<file path="src/rtl/toggle_reg_alu_if.sv">
// Bundle between the toggle controller / switch bus and the capture ALU,
// including the result, flag and field-indicator outputs.
interface toggle_reg_alu_if #(
    parameter int WIDTH = 4
);
    logic             Load;
    logic [WIDTH-1:0] Din;
    logic [WIDTH-1:0] Result;
    logic             Carry;
    logic             Zero;
    logic             Valid;
    logic             Led_a;
    logic             Led_b;
    logic             Led_op;

    modport master (
        output Load, Din,
        input  Result, Carry, Zero, Valid, Led_a, Led_b, Led_op
    );

    modport slave (
        input  Load, Din,
        output Result, Carry, Zero, Valid, Led_a, Led_b, Led_op
    );
endinterface

</file>
<file path="src/rtl/toggle_reg_alu.sv">
// Captures A, B and opcode on successive Load rising edges, then runs one
// registered ALU cycle and holds the result/flags until the next sequence.
module toggle_reg_alu #(
    parameter int WIDTH = 4
) (
    input  logic              clk,
    input  logic              rst,
    toggle_reg_alu_if.slave   bus
);

    typedef enum logic [4:0] {
        W_A  = 5'b00001,
        W_B  = 5'b00010,
        W_OP = 5'b00100,
        EXEC = 5'b01000,
        TRAP = 5'b10000
    } state_t;

    localparam logic [2:0] OP_ADD = 3'b000;
    localparam logic [2:0] OP_SUB = 3'b001;
    localparam logic [2:0] OP_AND = 3'b010;
    localparam logic [2:0] OP_OR  = 3'b011;
    localparam logic [2:0] OP_XOR = 3'b100;
    localparam logic [2:0] OP_NOT = 3'b101;
    localparam logic [2:0] OP_SHL = 3'b110;
    localparam logic [2:0] OP_SHR = 3'b111;

    state_t           state_reg;
    logic             load_d_reg;
    logic [WIDTH-1:0] a_reg;
    logic [WIDTH-1:0] b_reg;
    logic [2:0]       op_reg;
    logic [WIDTH-1:0] result_reg;
    logic             carry_reg;
    logic             zero_reg;
    logic             valid_reg;
    logic             led_a_reg;
    logic             led_b_reg;
    logic             led_op_reg;

    logic             ld;
    logic [WIDTH:0]   alu_next;
    logic [WIDTH-1:0] and_v;
    logic [WIDTH-1:0] or_v;
    logic [WIDTH-1:0] xor_v;
    logic [WIDTH-1:0] not_v;

    // A held Load yields a single event: it must drop for a cycle to re-arm.
    assign ld = bus.Load & ~load_d_reg;

    genvar gi;
    generate
        for (gi = 0; gi < WIDTH; gi++) begin : g_lane
            assign and_v[gi] = a_reg[gi] & b_reg[gi];
            assign or_v[gi]  = a_reg[gi] | b_reg[gi];
            assign xor_v[gi] = a_reg[gi] ^ b_reg[gi];
            assign not_v[gi] = ~a_reg[gi];
        end
    endgenerate

    // Bit WIDTH carries the carry, borrow or shifted-out bit.
    always_comb begin
        alu_next = '0;
        case (op_reg)
            OP_ADD:  alu_next = {1'b0, a_reg} + {1'b0, b_reg};
            OP_SUB:  alu_next = {1'b0, a_reg} - {1'b0, b_reg};
            OP_AND:  alu_next = {1'b0, and_v};
            OP_OR:   alu_next = {1'b0, or_v};
            OP_XOR:  alu_next = {1'b0, xor_v};
            OP_NOT:  alu_next = {1'b0, not_v};
            OP_SHL:  alu_next = {a_reg, 1'b0};
            OP_SHR:  alu_next = {a_reg[0], 1'b0, a_reg[WIDTH-1:1]};
            default: alu_next = '0;
        endcase
    end

    always_ff @(posedge clk) begin
        if (rst) begin
            state_reg  <= W_A;
            load_d_reg <= 1'b0;
            a_reg      <= '0;
            b_reg      <= '0;
            op_reg     <= '0;
            result_reg <= '0;
            carry_reg  <= 1'b0;
            zero_reg   <= 1'b0;
            valid_reg  <= 1'b0;
            led_a_reg  <= 1'b1;
            led_b_reg  <= 1'b0;
            led_op_reg <= 1'b0;
        end else begin
            load_d_reg <= bus.Load;
            case (state_reg)
                W_A: if (ld) begin
                    a_reg     <= bus.Din;
                    valid_reg <= 1'b0;
                    led_a_reg <= 1'b0;
                    led_b_reg <= 1'b1;
                    state_reg <= W_B;
                end
                W_B: if (ld) begin
                    b_reg      <= bus.Din;
                    led_b_reg  <= 1'b0;
                    led_op_reg <= 1'b1;
                    state_reg  <= W_OP;
                end
                W_OP: if (ld) begin
                    op_reg     <= bus.Din[2:0];
                    led_op_reg <= 1'b0;
                    led_a_reg  <= 1'b1;
                    state_reg  <= EXEC;
                end
                EXEC: begin
                    result_reg <= alu_next[WIDTH-1:0];
                    carry_reg  <= alu_next[WIDTH];
                    zero_reg   <= (alu_next[WIDTH-1:0] == '0);
                    valid_reg  <= 1'b1;
                    state_reg  <= W_A;
                end
                default: begin
                    // Trap or corrupted encoding: recover exactly as from reset.
                    state_reg  <= W_A;
                    a_reg      <= '0;
                    b_reg      <= '0;
                    op_reg     <= '0;
                    result_reg <= '0;
                    carry_reg  <= 1'b0;
                    zero_reg   <= 1'b0;
                    valid_reg  <= 1'b0;
                    led_a_reg  <= 1'b1;
                    led_b_reg  <= 1'b0;
                    led_op_reg <= 1'b0;
                end
            endcase
        end
    end

    assign bus.Result = result_reg;
    assign bus.Carry  = carry_reg;
    assign bus.Zero   = zero_reg;
    assign bus.Valid  = valid_reg;
    assign bus.Led_a  = led_a_reg;
    assign bus.Led_b  = led_b_reg;
    assign bus.Led_op = led_op_reg;

endmodule
</file>
<file path="src/flat_wrapper.sv">
// flat-port wrapper written by rule: the top's interface ports become plain ports
module toggle_reg_alu_flat 
#(
    parameter int WIDTH = 4
)
  (clk, rst, bus_Load, bus_Din, bus_Result, bus_Carry, bus_Zero, bus_Valid, bus_Led_a, bus_Led_b, bus_Led_op);
  toggle_reg_alu_if #(.WIDTH(WIDTH)) bus_i ();
  input  logic clk;
  input  logic rst;
  input wire logic [$bits(bus_i.Load)-1:0] bus_Load;
  input wire logic [$bits(bus_i.Din)-1:0] bus_Din;
  output wire logic [$bits(bus_i.Result)-1:0] bus_Result;
  output wire logic [$bits(bus_i.Carry)-1:0] bus_Carry;
  output wire logic [$bits(bus_i.Zero)-1:0] bus_Zero;
  output wire logic [$bits(bus_i.Valid)-1:0] bus_Valid;
  output wire logic [$bits(bus_i.Led_a)-1:0] bus_Led_a;
  output wire logic [$bits(bus_i.Led_b)-1:0] bus_Led_b;
  output wire logic [$bits(bus_i.Led_op)-1:0] bus_Led_op;
  assign bus_i.Load = bus_Load;
  assign bus_i.Din = bus_Din;
  assign bus_Result = bus_i.Result;
  assign bus_Carry = bus_i.Carry;
  assign bus_Zero = bus_i.Zero;
  assign bus_Valid = bus_i.Valid;
  assign bus_Led_a = bus_i.Led_a;
  assign bus_Led_b = bus_i.Led_b;
  assign bus_Led_op = bus_i.Led_op;
  toggle_reg_alu #(.WIDTH(WIDTH)) u_core (.clk(clk), .rst(rst), .bus(bus_i));
endmodule
</file>
<file path="config.mk">
export PLATFORM = sky130hd
export DESIGN_NAME = toggle_reg_alu_flat
export DESIGN_NICKNAME = d
export VERILOG_FILES = /design/src/rtl/toggle_reg_alu_if.sv /design/src/rtl/toggle_reg_alu.sv /design/src/flat_wrapper.sv
export SDC_FILE = /design/constraint.sdc
export NUM_CORES = 1
export LEC_CHECK = 0
export ABC_AREA = 0
export CAP_MARGIN = 20
export CORE_ASPECT_RATIO = 1.4
export CORE_UTILIZATION = 60
export DETAILED_ROUTE_END_ITERATION = 10
export PLACE_DENSITY = 0.93
export SKIP_LAST_GASP = 1
export SYNTH_ARGS = -nofsm -noshare
export SYNTH_HDL_FRONTEND = slang
export SYNTH_SLANG_ARGS = --single-unit
</file>
<file path="constraint.sdc">
create_clock -name clk -period 6.74 [get_ports clk]
set_clock_uncertainty 0.05 [all_clocks]
set_input_delay 2.022 -clock clk [delete_from_list [all_inputs] [get_ports clk]]
set_output_delay 2.022 -clock clk [all_outputs]
set_load 0.1 [all_outputs]
</file>
==> results by group, run 1 <==
Outcome
  – Status: complete, no violations

Drt
  – Via count: roughly 1,600
  – Via/cell ratio: slightly above 6
  – Routed Antenna Nets: 0
  – WL met2: about 1900 um
  – DRC: 0
  – Top layer in use: met4
  – First drt pass iteration count: 4
  – Initial detailed-routing violation count: 55
  – Routed met3 length: approximately 180 um
  – DR WL/cell: roughly 15 um
  – Met1 Routed Length: 1588 um
  – Final wirelength: 3839 um

Timing
  – Setup tns final: 0 ps
  – Worst Max-Slew Pin Slew: approximately 970 ps
  – Worst slew margin: 35.15%
  – Final Critical Period: ~4000 ps
  – Slew Limit Fails: 0
  – Final Hold Vio Count: 0
  – Final setup fails: 0
  – F_max: about 260 MHz
  – RSZ-0062 raised after global routing: false
  – Final cycle utilization of the critical path: between 50% and 60%

CTS
  – # Post-CTS Setup Buffers: 0
  – CTS tree: yes
  – Post_cts resized: 0
  – Root buf cell: clkbuf_4
  – H-tree levels: 1
  – Clock Pin Slew Worst Setup and Hold Paths: ~140 ps
  – Hold buffer count at cts: 0
  – CTS Buffer Depth: 2
  – Clock sink total: 26
  – Clock latency on the worst-skew pair: between 300 and 400 ps
  – Cts bufs inserted: 3

Min path
  – HP Class: reg -> reg
  – Hold path depth: 2

Critical path
  – Reg2reg setup slack: between 3000 and 4000 ps
  – Crit path cell chain: clkdlybuf4s50_1
  – Critical R2R Launch: u_core.op_reg[1]
  – Worst reg2reg path depth: 10
  – Setup crit start: u_core.bus.Led_op
  – CP Depth: 1
  – Critical Path Fanout Max: 3
  – Worst path arrival time: about 1900 ps
  – Slowest CP cell: clkdlybuf4s50_1
  – Crit path kind: reg -> out
  – Req. time, crit path: between 4000 and 5000 ps
  – CP delay by family, top: buffers and inverters
  – Worst setup EP type: primary output
  – Crit path capture: bus_Led_op
  – RR Endpoint: u_core.bus.Carry
  – Crit-path max cell delay: between 1000 and 1500 ps
  – CP startpoint kind: flop
  – Buffers plus inverters on the worst setup path: 1

Place
  – Port bufs: 16
  – Placed wire-length estimate: about 2700 um
  – Final Wtd Congestion: between 0.8 and 0.9
  – Dpl cells: around 260

Global route
  – Via count of the first global-routing pass: 1,514
  – First-pass GRT wire length: 6444 um
  – GRT Util Overall: 27.91%
  – Antenna violations before repair: 0
  – Total gr overflow: 0
  – Largest net degree at the start of global routing: 25

Synth
  – Synth cell count leaders: 26 x dfxtp_1, 21 x a21oi_1, 18 x nand2_1
  – Area fraction in compound gates after synthesis: 23.58%
  – Syn. warnings: 0
  – Combinational family with the most area after synthesis: compound AO/OA/AOI/OAI gates
  – Synth Area in Adders: about a tenth
  – Most common flop cell mapped by yosys: dfxtp_1
  – XOR/XNOR Fraction of Synth Area: ~2.5%
  – Most area-hungry cell type in the Yosys netlist: dfxtp_1
  – Seq cells post-synth: 26
  – Syn_nets: about 240
  – Post-synthesis simple-gate area fraction: 23.15%
  – Top cells by area, synth: dfxtp_1 30%, ha_1 9.3%, a21oi_1 6.0%
  – EDFF count, synth: 0
  – Mux contribution to synthesized area: under 10%
  – Cells after synthesis: approximately 220
  – Cell area after synthesis: roughly 1700 sq um
  – Synthesized area per cell: ~8 sq um
  – Top-count cell post-synth: dfxtp_1
  – Post-synth top area share: about 30%
  – Async S/R FF share, synth: 0%
  – Synth cell types: 48
  – Register area share after synthesis: between 20 and 30%

Floorplanning
  – Die height: 65.73 um
  – Initial Utilization: around 65%
  – Ports: 17
  – Core ar.: ~2700 sq um
  – FP Rows: 22
  – Chip width: ~48 um
  – Area of the die: 3123 sq um

Cells and area
  – Multi-input gate area: approximately 1100 sq um
  – Antenna fix cells: 0
  – Final nets: ~250
  – Layout cells sized above 1: between 4 and 5%
  – Reg area: 520.5 sq um
  – Filler Cell Count: around 230
  – Post-Layout Cell Count: between 200 and 300
  – Synth-to-Final Area Change: 11.57%

Power and ir drop
  – Leakage: just under 0.7 nW
  – Pwr/cell area: ~180 nW/um^2
  – Pwr Total: between 0.0003 and 0.0004 W
  – Peak supply drop: roughly 210 uV

Run
  – Max cap viols: 0
## how the worst min path moves through the flow
stage,endpoint,slack [ps],startpoint
floorplan,u_core.b_reg[3],420,u_core.b_reg[3]
global placement,u_core.bus.Result[1],390,u_core.bus.Result[1]
CTS,u_core.bus.Result[3],420,u_core.bus.Result[3]
finish,u_core.bus.Result[3],430,u_core.bus.Result[3]
global route,u_core.bus.Zero,450,u_core.bus.Zero
detailed placement,u_core.bus.Result[3],400,u_core.bus.Result[3]
## power breakdown
group	switching (W)	total, W	internal [W]
clock	0.0000471	0.000107	0.0000602
sequential	0.00000855	0.000168	0.000159
combinational	0.0000510	0.0000827	0.0000316
## layout make-up
class / instances / area share [%]
clock buffer: 3 / 1.160
inverter: 14 / 2.706
timing repair buffer: 16 / 8.247
tap: 36 / 2.320
sequential: 26 / 26.80
clock inverter: 1 / 1.546
multi-input combinational: 163 / 57.22
## through the flow
stage	util, %	area (sq um)	hold WS (ps)	setup WS [ps]
2_1_floorplan	-	1740	416.4	3573
3_5_place_dp	70.04	1889	395.7	2750
6_report	71.99	1942	425.3	2820
4_1_cts	71.99	1942	423.9	2815
5_1_grt	71.99	1942	451.8	2778
3_3_place_gp	70.04	1889	390.4	2882
## cells by family (layout without fill, tap and decap cells)
group	after synthesis	in the layout
adders and majority gates	14	14
xor gates and xnor gates	5	5
DFF	26	26
and+or+nand+nor	75	75
AOI/OAI and AO/OA	62	62
muxes	7	7
buffers and inverters	27	34
## worst register-to-register path: cells and delay by family, from the launching register on
family          cells  cell delay, ps
simple gates        5             940
fa+ha+maj           1             490
flops               1             520
compound gates      4             960
## cells in the final DEF, fill, tap and decap left out, types with 2 or more instances in the layout
cell,count
xor2_1,2
clkdlybuf4s50_1,16
o21ai_0,10
nand2_1,18
nor2b_1,5
xnor2_1,3
nor3_1,4
nand2b_1,14
a21oi_1,21
a2bb2oi_1,3
o22ai_1,3
clkbuf_4,3
a32oi_1,2
inv_1,14
nand3_1,10
a211oi_1,3
nor4_1,4
nor3b_1,2
nor2_1,8
or3_1,2
a22o_1,4
dfxtp_1,26
a211o_1,3
mux2i_1,6
ha_1,13
## per-layer routing
layer / GRT usage (%) / up-vias
li1: - / 785
met1: 33.62 / 754
met2: 46.92 / 57
met3: 3.571 / 17
met4: 12.50 / 0
met5: 0 / -
Power figures use the tool's default switching activity.
==> run 2, diff against run 1 <==
- CORE_UTILIZATION: 60 -> 51
- PLACE_DENSITY: 0.93 -> 0.85
- clock period: 6.74 -> 3.3 ns (I/O delays scaled with it)
==> results by group, run 2 (same netlist as run 1, synthesis figures left out) <==
Outcome
  – Status: complete, no violations

Timing
  – Final setup fails: 0
  – Final Critical Period: about 2600 ps
  – Final Hold Vio Count: 0
  – Worst slew margin: 41.16%
  – RSZ-0062 raised after global routing: false
  – Final cycle utilization of the critical path: a little under 80%
  – Worst Max-Slew Pin Slew: about 900 ps
  – Slew Limit Fails: 0
  – F_max: about 380 MHz
  – Setup tns final: 0 ps

Power and ir drop
  – Leakage: ~0.74 nW
  – Peak supply drop: about 380 uV
  – Pwr/cell area: about 390 nW/um^2

Floorplanning
  – Core ar.: around 3200 sq um
  – FP Rows: 24
  – Ports: 17
  – Die height: between 70 and 80 um
  – Chip width: roughly 51 um
  – Initial Utilization: 54.68%
  – Area of the die: around 3700 sq um

Min path
  – Hold path depth: 2
  – HP Class: reg -> reg
  – HP Start: u_core.bus.Result[3]

Place
  – Port bufs: 16
  – Final Wtd Congestion: approximately 0.88
  – Placed wire-length estimate: 2921 um

Critical path
  – CP startpoint kind: flop
  – Worst path arrival time: 2790 ps
  – Req. time, crit path: ~3500 ps
  – Setup crit start: u_core.b_reg[0]
  – Crit path kind: reg -> reg
  – Critical R2R Launch: u_core.b_reg[0]
  – Worst setup EP type: flop
  – Critical Path Fanout Max: 5
  – Worst reg2reg path depth: 10

CTS
  – CTS tree: yes
  – Cts bufs inserted: 3
  – H-tree levels: 1
  – Root buf cell: clkbuf_8
  – Clock latency on the worst-skew pair: around 270 ps
  – # Post-CTS Setup Buffers: 0
  – Post_cts resized: 0
  – Clock sink total: 26
  – CTS Buffer Depth: 2
  – Hold buffer count at cts: 0
  – Clock Pin Slew Worst Setup and Hold Paths: ~90 ps

Drt
  – Initial detailed-routing violation count: 40
  – Via count: approximately 1,600
  – Via/cell ratio: approximately 6
  – DRC: 0
  – First drt pass iteration count: 4
  – DR WL/cell: about 15 um
  – Final wirelength: just under 4000 um
  – Routed Antenna Nets: 0

Global route
  – Total gr overflow: 0
  – First-pass GRT wire length: between 6000 and 7000 um
  – Largest net degree at the start of global routing: 19
  – Via count of the first global-routing pass: 1,504
  – Antenna violations before repair: 0
  – GRT Util Overall: between 20% and 30%

Cells and area
  – Final nets: 249
  – Filler Cell Count: 293
  – Layout cells sized above 1: a little over a tenth
  – Antenna fix cells: 0
  – Most common cell after layout, fill and taps aside: dfxtp_1
  – Synth-to-Final Area Change: 13.16%
  – Most frequent cells in the layout: 26 x dfxtp_1, 21 x a21oi_1, 18 x nand2_1
  – Util after Layout: between 60% and 70%

Run
  – Max cap viols: 0
[run 2: changes by cell type in the layout (fill, tap and decap cells not counted), sizes merged]
| cell | before | now |
|---|---|---|
| buf | 0 | 14 |
| clkdlybuf4s50 | 16 | 6 |
[run 2: worst max-delay path: stages, from the launching register on]
cell	delay, ps
dfxtp_1	420
inv_1	100
ha_1	300
nand2_1	60
o21ai_0	140
fa_1	500
nor2b_1	120
o21ai_0	100
and3_1	180
o41ai_1	400
a22o_1	200
[run 2: path summary, 6_finish.rpt]
| path | slack, ps | to |
|---|---|---|
| setup / recovery | 680 | u_core.bus.Carry |
| hold / removal | 410 | u_core.bus.Result[3] |
| setup reg to reg | 680 | u_core.bus.Carry |
| hold reg to reg | 410 | u_core.bus.Result[3] |
[run 2: area by class of cell]
type	count	area, sq um	share of cell area, %
inverters	14	52.55	2.668
clock buffers	3	41.29	2.097
repair buffers	20	165.2	8.386
well taps	39	48.80	2.478
multi-input cells	163	1111	56.42
flip-flops and latches	26	520.5	26.43
clock inverters	1	30.03	1.525
[run 2: through the flow]
stage	std cells	power, W	cell area [sq um]	hold WS [ps]	setup WS, ps
6_report	266	0.0007722	1969	413.2	684.6
3_5_place_dp	262	0.0005147	1898	394.4	469.1
5_1_grt	266	0.0008054	1969	445.8	462.8
3_3_place_gp	262	0.0005121	1898	390.0	497.0
4_1_cts	266	0.0007779	1969	416.9	667.3
2_1_floorplan	216	0.0004728	1740	416.4	773.9
[run 2: routing by layer]
| metal | share of wire (%) | wire length (um) | vias up | GRT usage (%) |
|---|---|---|---|---|
| met5 | 0 | 0 | - | 0 |
| met4 | 2.4 | 95 | 0 | 9.910 |
| met3 | 4.3 | 169 | 9 | 3.011 |
| met2 | 50 | 1947 | 51 | 41.41 |
| met1 | 43 | 1684 | 744 | 28.97 |
| li1 | - | - | 797 | - |
[run 2: power by group]
group / leakage, nW / total, W / internal, W / switching [W]
clock network: 0.0357 / 0.000263 / 0.000162 / 0.000101
registers: 0.211 / 0.000342 / 0.000325 / 0.0000169
logic: 0.495 / 0.000167 / 0.0000638 / 0.000103
total: 0.742 / 0.000772 / 0.000552 / 0.000221
==> run 3, diff against run 2 <==
- CORE_UTILIZATION: 51 -> 57
- PLACE_DENSITY: 0.85 -> 0.9
- clock period: 3.3 -> 2.6 ns (I/O delays scaled with it)
==> results by group, run 3 (same netlist as run 1, synthesis figures left out) <==
Global route
  – Total gr overflow: 0
  – Via count of the first global-routing pass: between 1,500 and 2,000
  – Largest net degree at the start of global routing: 19
  – GRT Util Overall: 25.59%
  – First-pass GRT wire length: approximately 6600 um
  – Antenna violations before repair: 0

Critical path
  – Buffers plus inverters on the worst setup path: 1
  – Critical Path Fanout Max: 5
  – Req. time, crit path: 2720 ps
  – Critical R2R Launch: u_core.b_reg[0]
  – RR Endpoint: u_core.bus.Zero
  – Crit path kind: reg -> reg
  – Crit-path max cell delay: roughly 480 ps
  – Crit path cell chain: inv_1, ha_1, nand2_1, o21ai_0, fa_1, xor2_1, a32oi_1, o311a_1, nor3_2, a32o_1
  – Worst reg2reg path depth: 10
  – Reg2reg setup slack: between 150 and 200 ps
  – Setup crit start: u_core.b_reg[0]
  – CP Depth: 10
  – Worst setup EP type: flop
  – Crit path capture: u_core.bus.Zero
  – CP delay by family, top: adder cells
  – Worst path arrival time: around 2500 ps
  – Slowest CP cell: fa_1
  – CP startpoint kind: flop

CTS
  – H-tree levels: 1
  – Clock sink total: 26
  – # Post-CTS Setup Buffers: 0
  – Clock Pin Slew Worst Setup and Hold Paths: roughly 90 ps
  – Post_cts resized: 0
  – CTS Buffer Depth: 2
  – CTS tree: yes
  – Root buf cell: clkbuf_8
  – Clock latency on the worst-skew pair: roughly 270 ps
  – Cts bufs inserted: 3
  – Hold buffer count at cts: 0

Drt
  – First drt pass iteration count: 4
  – Via count: 1,654
  – DR WL/cell: around 15 um
  – DRC: 0
  – Routed Antenna Nets: 0
  – Final wirelength: ~4000 um
  – Initial detailed-routing violation count: 51
  – Via/cell ratio: between 6 and 7

Floorplanning
  – Ports: 17
  – Initial Utilization: 60.48%
  – Die height: 67.38 um
  – Core ar.: 2878 sq um
  – FP Rows: 23
  – Area of the die: 3281 sq um
  – Chip width: roughly 49 um

Timing
  – Final setup fails: 0
  – Min Hold Slack: approximately 420 ps
  – Final cycle utilization of the critical path: between 90% and 100%
  – RSZ-0062 raised after global routing: false
  – Worst Max-Slew Pin Slew: about 600 ps
  – Slew Limit Fails: 0
  – Final Critical Period: approximately 2400 ps
  – Final Hold Vio Count: 0
  – F_max: slightly above 400 MHz
  – Setup tns final: 0 ps
  – Worst slew margin: between 60% and 70%

Cells and area
  – Most frequent cells in the layout: 25 x dfxtp_1, 21 x a21oi_1, 21 x buf_4, 18 x nand2_1
  – Layout cells sized above 1: a little over an eighth
  – Filler Cell Count: approximately 250
  – Synth-to-Final Area Change: 16.10%
  – Most common cell after layout, fill and taps aside: dfxtp_1
  – Final nets: between 200 and 300
  – Antenna fix cells: 0

Place
  – Port bufs: 16
  – Placed wire-length estimate: between 2000 and 3000 um
  – Final Wtd Congestion: between 0.9 and 1

Outcome
  – Status: complete, no violations

Power and ir drop
  – Peak supply drop: 467.3 uV
  – Pwr/cell area: ~500 nW/um^2
  – Leakage: between 0.7 and 0.8 nW
  – Pwr Total: 0.0009817 W

Run
  – Max cap viols: 0

Min path
  – HP Class: reg -> reg
## run 3: cell types whose count changed in the layout (fill, tap and decap cells not counted)
cell | previous run | this run
buf_4 | 14 | 21
dfxtp_1 | 26 | 25
dfxtp_2 | 0 | 1
## run 3: per-stage QoR
step	cell area, sq um	cells	worst slack [ps]	utilization [%]
global placement	1948	267	129.2	67.70
finish	2021	271	194.2	70.22
floorplan	1740	216	73.93	-
global route	2021	271	43.05	70.22
CTS	2019	271	122.8	70.17
detailed placement	1948	267	76.74	67.70
## run 3: worst min path at each step
stage / start / endpoint / cells after the start
after floorplan: u_core.b_reg[3] / u_core.b_reg[3] / 2
after global placement: u_core.bus.Result[3] / u_core.bus.Result[3] / 2
after detailed placement: u_core.bus.Led_a / u_core.bus.Led_a / 1
after CTS: u_core.bus.Led_a / u_core.bus.Led_a / 1
after global routing: u_core.bus.Led_a / u_core.bus.Led_a / 1
final: u_core.bus.Result[1] / u_core.bus.Result[1] / 2
## run 3: final cells by class
type | instances | area (sq um) | area share, %
tap | 37 | 46.29 | 2.291
clock buffer | 3 | 41.29 | 2.043
timing repair buffer | 27 | 217.7 | 10.77
inverter | 14 | 52.55 | 2.601
clock inverter | 1 | 30.03 | 1.486
multi-input combinational | 163 | 1111 | 54.98
sequential | 26 | 521.8 | 25.82
## run 3: worst register-to-register path: stages, from the launching register on
cell     delay [ps]
dfxtp_2         370
inv_1            70
ha_1            280
nand2_1          60
o21ai_0         140
fa_1            480
xor2_1          180
a32oi_1         150
o311a_1         220
nor3_2           50
a32o_1          250
## run 3: power by group
group	total [W]	switching, W	internal, W
sequential	0.000431	0.0000182	0.000413
combinational	0.000219	0.000133	0.0000858
clock	0.000331	0.000125	0.000206
## run 3: metal layers
layer  wire length (um)  part of all wire [%]  vias up  global-route usage (%)
li1                   -                     -      806                       -
met1               1530                    39      770                   26.13
met2               2081                    53       60                   49.48
met3                172                   4.4       18                   3.604
met4                147                   3.7        0                   15.07
met5                  0                     0        -                       0
